File: config.mk
export PLATFORM = sky130hd
export DESIGN_NAME = seq_ones_counter
export DESIGN_NICKNAME = d
export VERILOG_FILES = /design/src/rtl/ones_pkg.sv /design/src/rtl/seq_ones_counter_chunk_popcount.sv /design/src/rtl/seq_ones_counter.sv
export SDC_FILE = /design/constraint.sdc
export NUM_CORES = 1
export LEC_CHECK = 0
export BUFFER_PORTS_ARGS = -buffer_cell sky130_fd_sc_hd__buf_2
export CAP_MARGIN = 15
export CELL_PAD_IN_SITES_DETAIL_PLACEMENT = 1
export CELL_PAD_IN_SITES_GLOBAL_PLACEMENT = 2
export CORE_MARGIN = 8
export CORE_UTILIZATION = 35
export DETAILED_ROUTE_END_ITERATION = 10
export PLACE_DENSITY_LB_ADDON = 0.15
export SETUP_SLACK_MARGIN = 0.02
export SYNTH_ARGS = -nofsm -noshare
export SYNTH_HDL_FRONTEND = slang
export SYNTH_SLANG_ARGS = --single-unit
export TNS_END_PERCENT = 30
File: constraint.sdc
create_clock -name clk -period 3.2 [get_ports clk]
set_clock_uncertainty 0.05 [all_clocks]
set_input_delay 0.16 -clock clk [delete_from_list [all_inputs] [get_ports clk]]
set_output_delay 0.16 -clock clk [all_outputs]
set_load 0.05 [all_outputs]
File: src/rtl/ones_pkg.sv
// Shared definitions for the population-count blocks: FSM state encoding and
// the width helper used to size per-chunk popcount results.
package ones_pkg;

  typedef enum logic [1:0] {
    ST_IDLE  = 2'd0,
    ST_COUNT = 2'd1,
    ST_DONE  = 2'd2
  } state_t;

  // Bits needed to hold a ones count of an n-bit field (0..n inclusive).
  function automatic int pc_width(input int n);
    return $clog2(n + 1);
  endfunction

endpackage

File: src/rtl/seq_ones_counter_chunk_popcount.sv
// Combinational ones count of a single CHUNK-bit slice, optionally inverted
// first so the same adder tree serves both ones and zeros counting.
module chunk_popcount
  import ones_pkg::*;
#(
  parameter int CHUNK = 1
) (
  input  logic [CHUNK-1:0]            bits,
  input  logic                        invert,
  output logic [pc_width(CHUNK)-1:0]  cnt
);

  localparam int PW = pc_width(CHUNK);

  always_comb begin
    cnt = '0;
    for (int i = 0; i < CHUNK; i++) begin
      cnt = cnt + PW'(bits[i] ^ invert);
    end
  end

endmodule

File: src/rtl/seq_ones_counter.sv
// Sequential population counter: latches a WIDTH-bit word on start and counts
// its ones (or zeros) CHUNK bits per cycle, then pulses done with the result.
module seq_ones_counter
  import ones_pkg::*;
#(
  parameter  int WIDTH = 8,
  parameter  int CHUNK = 1,
  localparam int CW    = $clog2(WIDTH + 1)
) (
  input  logic             clk,
  input  logic             rst_n,
  input  logic             start,
  input  logic [WIDTH-1:0] din,
  input  logic             mode,
  output logic             busy,
  output logic             done,
  output logic [CW-1:0]    count
);

  localparam int NCH = (CHUNK > 0) ? WIDTH / CHUNK : 1;
  localparam int CCW = (NCH > 1) ? $clog2(NCH) : 1;
  localparam int PW  = pc_width(CHUNK);

  if (WIDTH < 2 || WIDTH > 64) begin : g_bad_width
    $error("seq_ones_counter: WIDTH must be within 2..64");
  end
  if (CHUNK < 1 || CHUNK > WIDTH || (WIDTH % CHUNK) != 0) begin : g_bad_chunk
    $error("seq_ones_counter: CHUNK must divide WIDTH exactly");
  end

  state_t           state;
  logic [WIDTH-1:0] shift_reg;
  logic             mode_q;
  logic [CW-1:0]    acc;
  logic [CCW-1:0]   chunk_cnt;
  logic [PW-1:0]    pc;
  logic [CW-1:0]    acc_next;

  chunk_popcount #(
    .CHUNK (CHUNK)
  ) u_chunk_popcount (
    .bits   (shift_reg[CHUNK-1:0]),
    .invert (mode_q),
    .cnt    (pc)
  );

  // acc tops out at WIDTH, which CW always holds, so no saturation is needed.
  assign acc_next = acc + CW'(pc);

  always_ff @(posedge clk) begin
    if (!rst_n) begin
      state     <= ST_IDLE;
      busy      <= 1'b0;
      done      <= 1'b0;
      count     <= '0;
      shift_reg <= '0;
      mode_q    <= 1'b0;
      acc       <= '0;
      chunk_cnt <= '0;
    end else begin
      done <= 1'b0;
      case (state)
        ST_COUNT: begin
          acc       <= acc_next;
          shift_reg <= shift_reg >> CHUNK;
          if (chunk_cnt == '0) begin
            state <= ST_DONE;
            busy  <= 1'b0;
            done  <= 1'b1;
            count <= acc_next;
          end else begin
            chunk_cnt <= chunk_cnt - CCW'(1);
          end
        end
        // IDLE and DONE both accept a new word; DONE doing so gives back-to-back ops.
        default: begin
          if (start) begin
            shift_reg <= din;
            mode_q    <= mode;
            acc       <= '0;
            chunk_cnt <= CCW'(NCH - 1);
            state     <= ST_COUNT;
            busy      <= 1'b1;
          end else begin
            state <= ST_IDLE;
          end
        end
      endcase
    end
  end

endmodule

==> metrics, run 1 <==
max-cap viol count=0; Iteration-0 DRC Markers=24; Final ANT Viol Nets=0; RSZ-0062 raised after global routing=false; Post-Syn Instances=108; num rows=20; antenna diode instance count=0; core area=2950 sq um; Max Clock Freq=583 MHz; register area share after synthesis=45.6%; library cells used by synthesis=30; Ports=18; Mapped Nets=124; max reg flops=8; vias after detailed routing=809; Synth Flop Type=dfxtp_1; area grow syn2layout=9.62%; Final Max Tran Viols=0; post-cts resize count=0; drt wl/cell=14.3 microns; Critical Path AT=1.91 ns; final cell count without fillers=154; crit-path max FO=24; worst-margin pin slew=0.825 ns; HP Class=in2reg; CTS Sinks=24; hold bufs inserted after CTS=0; Seq cells post-synth=24; critical path class=reg2reg; Via density=5.25; NumNets Final=139; crit end category=register; Inst Count DP=151; GRT Overall Usage=9.25%; run status=completed; die width=70.9 microns; crit path launch type=register; Post-Syn Area=1050 sq um; Yosys top cell area share=45.6%; Synth Area in Adders=4.75%; Cell Area, Placed=1130 sq um; top cell type by total area after synthesis=dfxtp_1; vias in the first global route=867; Reg clk slew, reported paths=0.13 ns; Synth async-reset ratio=0%; TritonCTS clock tree=built; highest-count cells in the layout ignoring fill and taps=dfxtp_1, buf_2, nor2_1; gr ovfl total=0; Leakage Power=0.513 nW; synth top area cells=dfxtp_1, mux2i_1, a211oi_1; syn_area_per_cell=9.75 sq um; drt pass-1 iters=2; Root Buffer=clkbuf_4; final total power=0.000587 W; Initial Utilization=35.7%; fin crit share=53.6%; mux contribution to synthesized area=10.9%; relative slew slack=45.0%; DRC viols=0; total CTS buffers=3; Clock Path Buffers=2; Die H=70.9 microns; initial antenna violation count=0; post-layout instance area=1150 sq um; largest family of logic cells by synthesized area=compound AO/OA/AOI/OAI gates; DPL Wire Length=1600 microns; Synth Warn #=0; FF-to-FF setup slack=1.48 ns; gpl congestion=0.673; EDFF count, synth=0; power per cell area=508 nW/um^2; first-pass GRT wire length=3820 microns; PortBufs=17; fill count=348; final wirelength=2200 microns; final hold vios=0; crit path time final=1.72 ns; final setup fails=0; Layout Utilization=39.1%; CP required=3.39 ns; setup TNS=0 ns; simple-gate area share of the yosys netlist=14.3%; xor/xnor share of the synthesized area=1.66%; peak supply drop=0.194 mV; Post-CTS Setup Bufs=0; Synth Area in Compound Gates=16.5%; largest net degree at the start of global routing=25; layout cell share with drive strength beyond 1=19.0%; die area=5020 sq um; CTS HTree Levels=1; clock latency on the worst-skew pair=0.31 ns; commonest non-fill, non-tap cell in the layout=dfxtp_1
-- final cells by class --
cell class,instances,area (sq um),share of cell area (%)
inverter,5,18.8,1.63
timing repair buffer,17,85.1,7.37
sequential,24,480,41.6
tap,33,41.3,3.58
clock buffer,3,22.5,1.95
multi-input combinational,72,507,43.9
-- routing by layer --
layer / global-route usage [%] / routed length (microns)
met1: 10.5 / 1060
met2: 16.0 / 1060
met3: 2.12 / 68
met4: 4.16 / 14
met5: 0 / 0
-- per-stage QoR --
stage / hold slack [ns] / setup WS [ns]
3_3_place_gp: 0.392 / 1.54
3_5_place_dp: 0.397 / 1.49
4_1_cts: 0.0640 / 1.45
5_1_grt: 0.0619 / 1.31
2_1_floorplan: 0.232 / 1.77
6_report: 0.0657 / 1.48
-- worst max-delay path, cell delays in order (launching register included) --
cell and delay (ns):
dfxtp_1 0.34, nand2b_1 0.51, or4_1 0.59, a31oi_1 0.16
-- where the power goes --
| group | internal (W) | total (W) | switching (W) |
|---|---|---|---|
| clock network | 0.0000439 | 0.000132 | 0.0000883 |
| registers | 0.000324 | 0.000336 | 0.0000124 |
| logic | 0.0000438 | 0.000118 | 0.0000745 |
| total | 0.000411 | 0.000587 | 0.000175 |
-- kinds of logic after synthesis --
kind of cell	count (synthesis)
compound gates	25
xor+xnor	2
fa+ha+maj	4
buf+inv	12
flops	24
mux	11
simple gates	30
-- cells in the mapped netlist (all sizes together) (2+ instances only) --
| cell | number |
|---|---|
| dfxtp | 24 |
| nor2 | 12 |
| mux2i | 10 |
| a211oi | 9 |
| a21oi | 7 |
| buf | 5 |
| inv | 5 |
| ha | 4 |
| nand2 | 4 |
| nand3 | 4 |
| o21ai | 3 |
| a31oi | 2 |
| and2 | 2 |
| and2b | 2 |
| clkbuf | 2 |
| nor3 | 2 |
-- final timing paths --
path            start           end  depth (start not counted)
max          state[1]  chunk_cnt[2]                          3
min             rst_n          done                          2
min reg2reg  count[0]      count[0]                          2
max reg2reg  state[1]  chunk_cnt[2]                          3
No activity file was read; power rests on OpenSTA's default activity.
==> run 2, diff against run 1 <==
--- a/config.mk
+++ b/config.mk
@@ -10,7 +10,7 @@
 export CELL_PAD_IN_SITES_DETAIL_PLACEMENT = 1
 export CELL_PAD_IN_SITES_GLOBAL_PLACEMENT = 2
 export CORE_MARGIN = 8
-export CORE_UTILIZATION = 35
+export CORE_UTILIZATION = 30
 export DETAILED_ROUTE_END_ITERATION = 10
 export PLACE_DENSITY_LB_ADDON = 0.15
 export SETUP_SLACK_MARGIN = 0.02
==> constraint.sdc (replaced) <==
create_clock -name clk -period 1.55 [get_ports clk]
set_clock_uncertainty 0.05 [all_clocks]
set_input_delay 0.0775 -clock clk [delete_from_list [all_inputs] [get_ports clk]]
set_output_delay 0.0775 -clock clk [all_outputs]
set_load 0.05 [all_outputs]
==> run 2 against run 1 <==
  * Sequential share of layout area fell by 3.7 points
  * Combinational power increased by 130%
  * Sequential cell count unchanged
  * Register-to-register slack lost 1.4 ns
  * Global-route usage up 0.14 points
  * Utilization decreased by 1.2 points
  * Non-clock buffer count grew 8
  * Total power grew 120%
  * Clock power is 150% higher
  * Largest power group unchanged
==> metrics, run 2 (same netlist as run 1, synthesis figures left out) <==
PortBufs=17 (unchanged); crit path launch type=register; HP Class=in2reg; final total power=0.00130 W (+120%); final hold vios=0 (unchanged); fin crit share=96.1% (+43 points); antenna diode instance count=0 (unchanged); Via density=4.73 (-10%); first-pass GRT wire length=4110 microns (+7.4%); sequential share of power=53.6% (-3.7 points); area grow syn2layout=21.0%; Leakage Power=0.550 nW (+7.1%); Slowest cell on crit path=dfxtp_2; fill count=421 (+21%); clock latency on the worst-skew pair=0.31 ns (about the same); crit path time final=1.49 ns (-0.226 ns); Pint=0.000927 W (+130%); DPL Wire Length=1720 microns (+7.5%); gr ovfl total=0 (unchanged); final wirelength=2370 microns (+7.8%); largest net degree at the start of global routing=21 (-16%); gpl congestion=0.701 (+4.3%); post-layout instance area=1270 sq um (+10%); Hold Crit Depth=3 (+1); die area=5660 sq um (+13%); NumNets Final=147 (+5.8%); crit-path max FO=3 (-88%); crit path cell chain=xor2_1, ha_2, ha_2, mux2_4, a211oi_2; area of the multi-input gates=527 sq um (+4.0%); final setup fails=0 (unchanged); commonest non-fill, non-tap cell in the layout=dfxtp_1; initial antenna violation count=0 (unchanged); Iteration-0 DRC Markers=37 (+54%); CTS Sinks=24 (unchanged); power per cell area=1020 nW/um^2 (+100%); vias after detailed routing=832 (+2.8%); run status=completed; total CTS buffers=3 (unchanged); Clock Path Buffers=2 (unchanged); Die H=75.3 microns (+6.2%); Net Sw Power=0.000370 W (+110%); Final ANT Viol Nets=0 (unchanged); peak supply drop=0.282 mV (+46%); Max Clock Freq=671 MHz (+15%); Inst Count DP=169 (+12%); core area=3360 sq um (+14%); Final Max Tran Viols=0 (unchanged); CP most frequent cell=ha_2; GRT Overall Usage=9.39% (+0.14 points); max-cap viol count=0 (unchanged); CP required=1.74 ns (-1.65 ns); CTS HTree Levels=1 (unchanged); critical path class=reg2reg; layout cell share with drive strength beyond 1=27.7% (+8.7 points); Clk pwr share=25.1% (+2.6 points); drt wl/cell=13.5 microns (-5.7%); crit end category=register; Initial Utilization=31.3% (-4.4 points); relative slew slack=76.9% (+32 points); Critical Path AT=1.68 ns (-0.23 ns); R2R depth=5 (+2); worst stage delay on the critical path=0.35 ns (-0.24 ns); Reg clk slew, reported paths=0.13 ns (about the same); worst-margin pin slew=0.347 ns (-0.478 ns); num rows=21 (+5.0%); drt pass-1 iters=2 (unchanged); DRC viols=0 (unchanged); Reg area=483 sq um (+0.52%); Root Buffer=clkbuf_4; final cell count without fillers=176 (+14%); Cell Area, Placed=1190 sq um (+4.8%); vias in the first global route=953 (+9.9%); highest-count cells in the layout ignoring fill and taps=dfxtp_1, buf_2, nor2_1; RSZ-0062 raised after global routing=true; Ports=18 (unchanged); TritonCTS clock tree=built; Switching Share=28.5% (-1.3 points); power share of the combinational group=21.3% (+1.1 points); max reg flops=8 (unchanged); die width=75.3 microns (+6.2%)
==> run 2: cell count changes in the layout (fill, tap and decap cells not counted), sizes merged <==
cell	previous run	this run
buf	17	22
dlygate4sd3	0	3
clkbuf	3	4
==> run 2: worst max-delay path, delay by kind of cell (launching register included) <==
family / cells / cell delay [ns]
fa+ha+maj: 2 / 0.40
mux: 1 / 0.26
flops: 1 / 0.35
xor+xnor: 1 / 0.16
compound gates: 1 / 0.20
==> run 2: worst paths after layout <==
path,start,slack (ns),to
min,din[4],0.05,shift_reg[4]
max reg2reg,shift_reg[0],0.06,acc[2]
min reg2reg,mode_q,0.45,mode_q
max,shift_reg[0],0.06,acc[2]
==> run 2: repair_timing <==
action,4_1_cts,5_1_grt
endpoints found under the setup margin,3,4
hold buffers,3,0
buffers inserted,0,0
resized for setup,3,6
hold endpoints to repair,6,0
pin swaps,0,4
cloned,0,0
==> run 2: per-layer routing <==
layer | vias to the layer above | share of wire (%) | global-route usage (%)
met4 | 0 | 0.80 | 4.48
met5 | - | 0 | 0
li1 | 424 | - | -
met1 | 394 | 48 | 10.1
met2 | 12 | 48 | 16.7
met3 | 2 | 3.4 | 2.26
==> run 2: metrics by stage <==
stage	util, %	setup WS, ns	hold WS, ns	setup TNS [ns]
2_1_floorplan	-	0.118	0.149	0
3_3_place_gp	35.3	0.0588	0.302	0
5_1_grt	37.9	0.00297	0.0443	0
3_5_place_dp	35.3	-0.0409	0.306	-0.0409
4_1_cts	37.4	-0.0163	0.0446	-0.0163
6_report	37.9	0.0603	0.0472	0
==> run 2: layout make-up <==
cell class | count | area share [%]
clock buffers | 4 | 2.85
inverters | 5 | 1.47
multi-input cells | 72 | 41.3
flip-flops and latches | 24 | 37.9
well taps | 46 | 4.51
repair buffers | 25 | 12.0
==> run 2: power groups by stage <==
stage          clock network (W)  registers (W)  logic (W)
2_1_floorplan                  0       0.000737   0.000167
3_3_place_gp                   0       0.000707   0.000263
3_5_place_dp                   0       0.000708   0.000269
4_1_cts                 0.000341       0.000695   0.000280
5_1_grt                 0.000367       0.000703   0.000311
6_report                0.000326       0.000695   0.000276
==> run 3, diff against run 2 <==
--- a/config.mk
+++ b/config.mk
@@ -10,10 +10,12 @@
 export CELL_PAD_IN_SITES_DETAIL_PLACEMENT = 1
 export CELL_PAD_IN_SITES_GLOBAL_PLACEMENT = 2
 export CORE_MARGIN = 8
-export CORE_UTILIZATION = 30
+export CORE_UTILIZATION = 32
+export CTS_BUF_LIST = sky130_fd_sc_hd__clkbuf_4 sky130_fd_sc_hd__clkbuf_8
 export DETAILED_ROUTE_END_ITERATION = 10
 export PLACE_DENSITY_LB_ADDON = 0.15
 export SETUP_SLACK_MARGIN = 0.02
+export SKIP_CTS_REPAIR_TIMING = 1
 export SYNTH_ARGS = -nofsm -noshare
 export SYNTH_HDL_FRONTEND = slang
 export SYNTH_SLANG_ARGS = --single-unit
==> run 3 against run 2 <==
  * Maximum frequency is 3.1% higher
  * Non-clock buffer count is 2 higher
  * Critical path type unchanged
  * Via count is 1.1% higher
  * Largest power group unchanged
  * Sequential share of layout area hardly changed
  * Clock power is 7.1% higher
  * Count of clock-buffer cells in the layout stayed put
  * Combinational power hardly changed
==> metrics, run 3 (same netlist as run 1, synthesis figures left out) <==
NumNets Final=149 (+1.4%); TritonCTS clock tree=built; max-cap viol count=0 (unchanged); total CTS buffers=3 (unchanged); drt wl/cell=13.3 microns (-1.5%); Leakage Power=0.561 nW (+2.1%); Cell Area, Placed=1190 sq um (unchanged); die area=5380 sq um (-4.9%); Clock Path Buffers=2 (unchanged); relative slew slack=84.0% (+7.1 points); crit path from=shift_reg[0]; Reg clk slew, reported paths=0.14 ns (about the same); run status=completed; crit-path max FO=3 (unchanged); PortBufs=17 (unchanged); layout cell share with drive strength beyond 1=28.8% (+1.1 points); die width=73.4 microns (-2.5%); final wirelength=2360 microns (-0.42%); Via density=4.72 (about the same); vias in the first global route=853 (-10%); initial antenna violation count=0 (unchanged); CTS Sinks=24 (unchanged); Ports=18 (unchanged); Die H=73.4 microns (-2.5%); post-layout instance area=1280 sq um (+0.20%); area grow syn2layout=21.3%; crit end category=register; peak supply drop=0.479 mV (+70%); CTS HTree Levels=1 (unchanged); largest net degree at the start of global routing=21 (unchanged); highest-count cells in the layout ignoring fill and taps=dfxtp_1, buf_2, nor2_1; gpl congestion=0.730 (+4.0%); gr ovfl total=0 (unchanged); core area=3260 sq um (-3.1%); max reg flops=8 (unchanged); num rows=21 (unchanged); worst-margin pin slew=0.241 ns (-0.106 ns); R2R depth=5 (unchanged); HP Class=in2reg; clock latency on the worst-skew pair=0.33 ns (+0.02 ns); Fin Hold WS=0.0105 ns (-0.0367 ns); vias after detailed routing=841 (+1.1%); worst r2r src=shift_reg[0]; commonest non-fill, non-tap cell in the layout=dfxtp_1; Iteration-0 DRC Markers=37 (unchanged); FF-to-FF setup slack=0.11 ns (+0.05 ns); final setup fails=0 (unchanged); GRT Overall Usage=9.64% (+0.25 points); final hold vios=0 (unchanged); DRC viols=0 (unchanged); CP required=1.76 ns (+0.02 ns); antenna diode instance count=0 (unchanged); RSZ-0062 raised after global routing=true; Root Buffer=clkbuf_4; crit path time final=1.44 ns (-0.0451 ns); Initial Utilization=32.3% (+1.0 points); Final Max Tran Viols=0 (unchanged); critical path class=reg2reg; RR Endpoint=acc[2]; drt pass-1 iters=3 (+1); first-pass GRT wire length=3960 microns (-3.5%); power per cell area=1040 nW/um^2 (+1.8%); Max Clock Freq=692 MHz (+3.1%); DPL Wire Length=1670 microns (-2.8%); CP endpoint=acc[2]; Final ANT Viol Nets=0 (unchanged); fin crit share=93.2% (-2.9 points); Critical Path AT=1.66 ns (-0.02 ns); crit path launch type=register
## run 3: per-stage QoR
step	power [W]	instances	worst slack, ns	utilization [%]	setup TNS, ns
after floorplan	0.000904	108	0.118	-	0
after detailed placement	0.000974	169	-0.0391	36.4	-0.0391
after CTS	0.00132	173	-0.0732	37.5	-0.0732
after global routing	0.00140	178	-0.0102	39.2	-0.0102
final	0.00132	178	0.105	39.2	0
after global placement	0.000966	169	0.0486	36.4	0
## run 3: worst min path at each step
| stage | start | endpoint | cells past startpoint |
|---|---|---|---|
| floorplan | rst_n | done | 1 |
| CTS | mode | mode_q | 3 |
| global route | start | acc[2] | 3 |
| finish | din[7] | shift_reg[7] | 3 |
| detailed placement | rst_n | done | 2 |
| global placement | rst_n | state[1] | 2 |
## run 3: worst max-delay path: stages, from the launching register on
cell      delay [ns]
dfxtp_2         0.35
xor2_1          0.16
ha_2            0.17
ha_2            0.18
mux2_4          0.26
a211oi_2        0.20
## run 3: routing by layer
| metal | part of all wire (%) | GRT usage (%) | vias to the layer above |
|---|---|---|---|
| li1 | - | - | 427 |
| met1 | 46 | 11.2 | 394 |
| met2 | 47 | 15.7 | 15 |
| met3 | 5.2 | 2.86 | 5 |
| met4 | 1.9 | 4.66 | 0 |
| met5 | 0 | 0 | - |
## run 3: area by class of cell
cell class	count	area [sq um]
clock buffers	4	36.3
fillers	404	1980
inverters	5	18.8
multi-input cells	72	515
flip-flops and latches	24	484
well taps	46	57.6
repair buffers	27	165
## run 3: power by group
part	switching, W	internal (W)	total, W
logic	0.000159	0.000119	0.000278
clock network	0.000205	0.000144	0.000349
registers	0.0000262	0.000670	0.000696
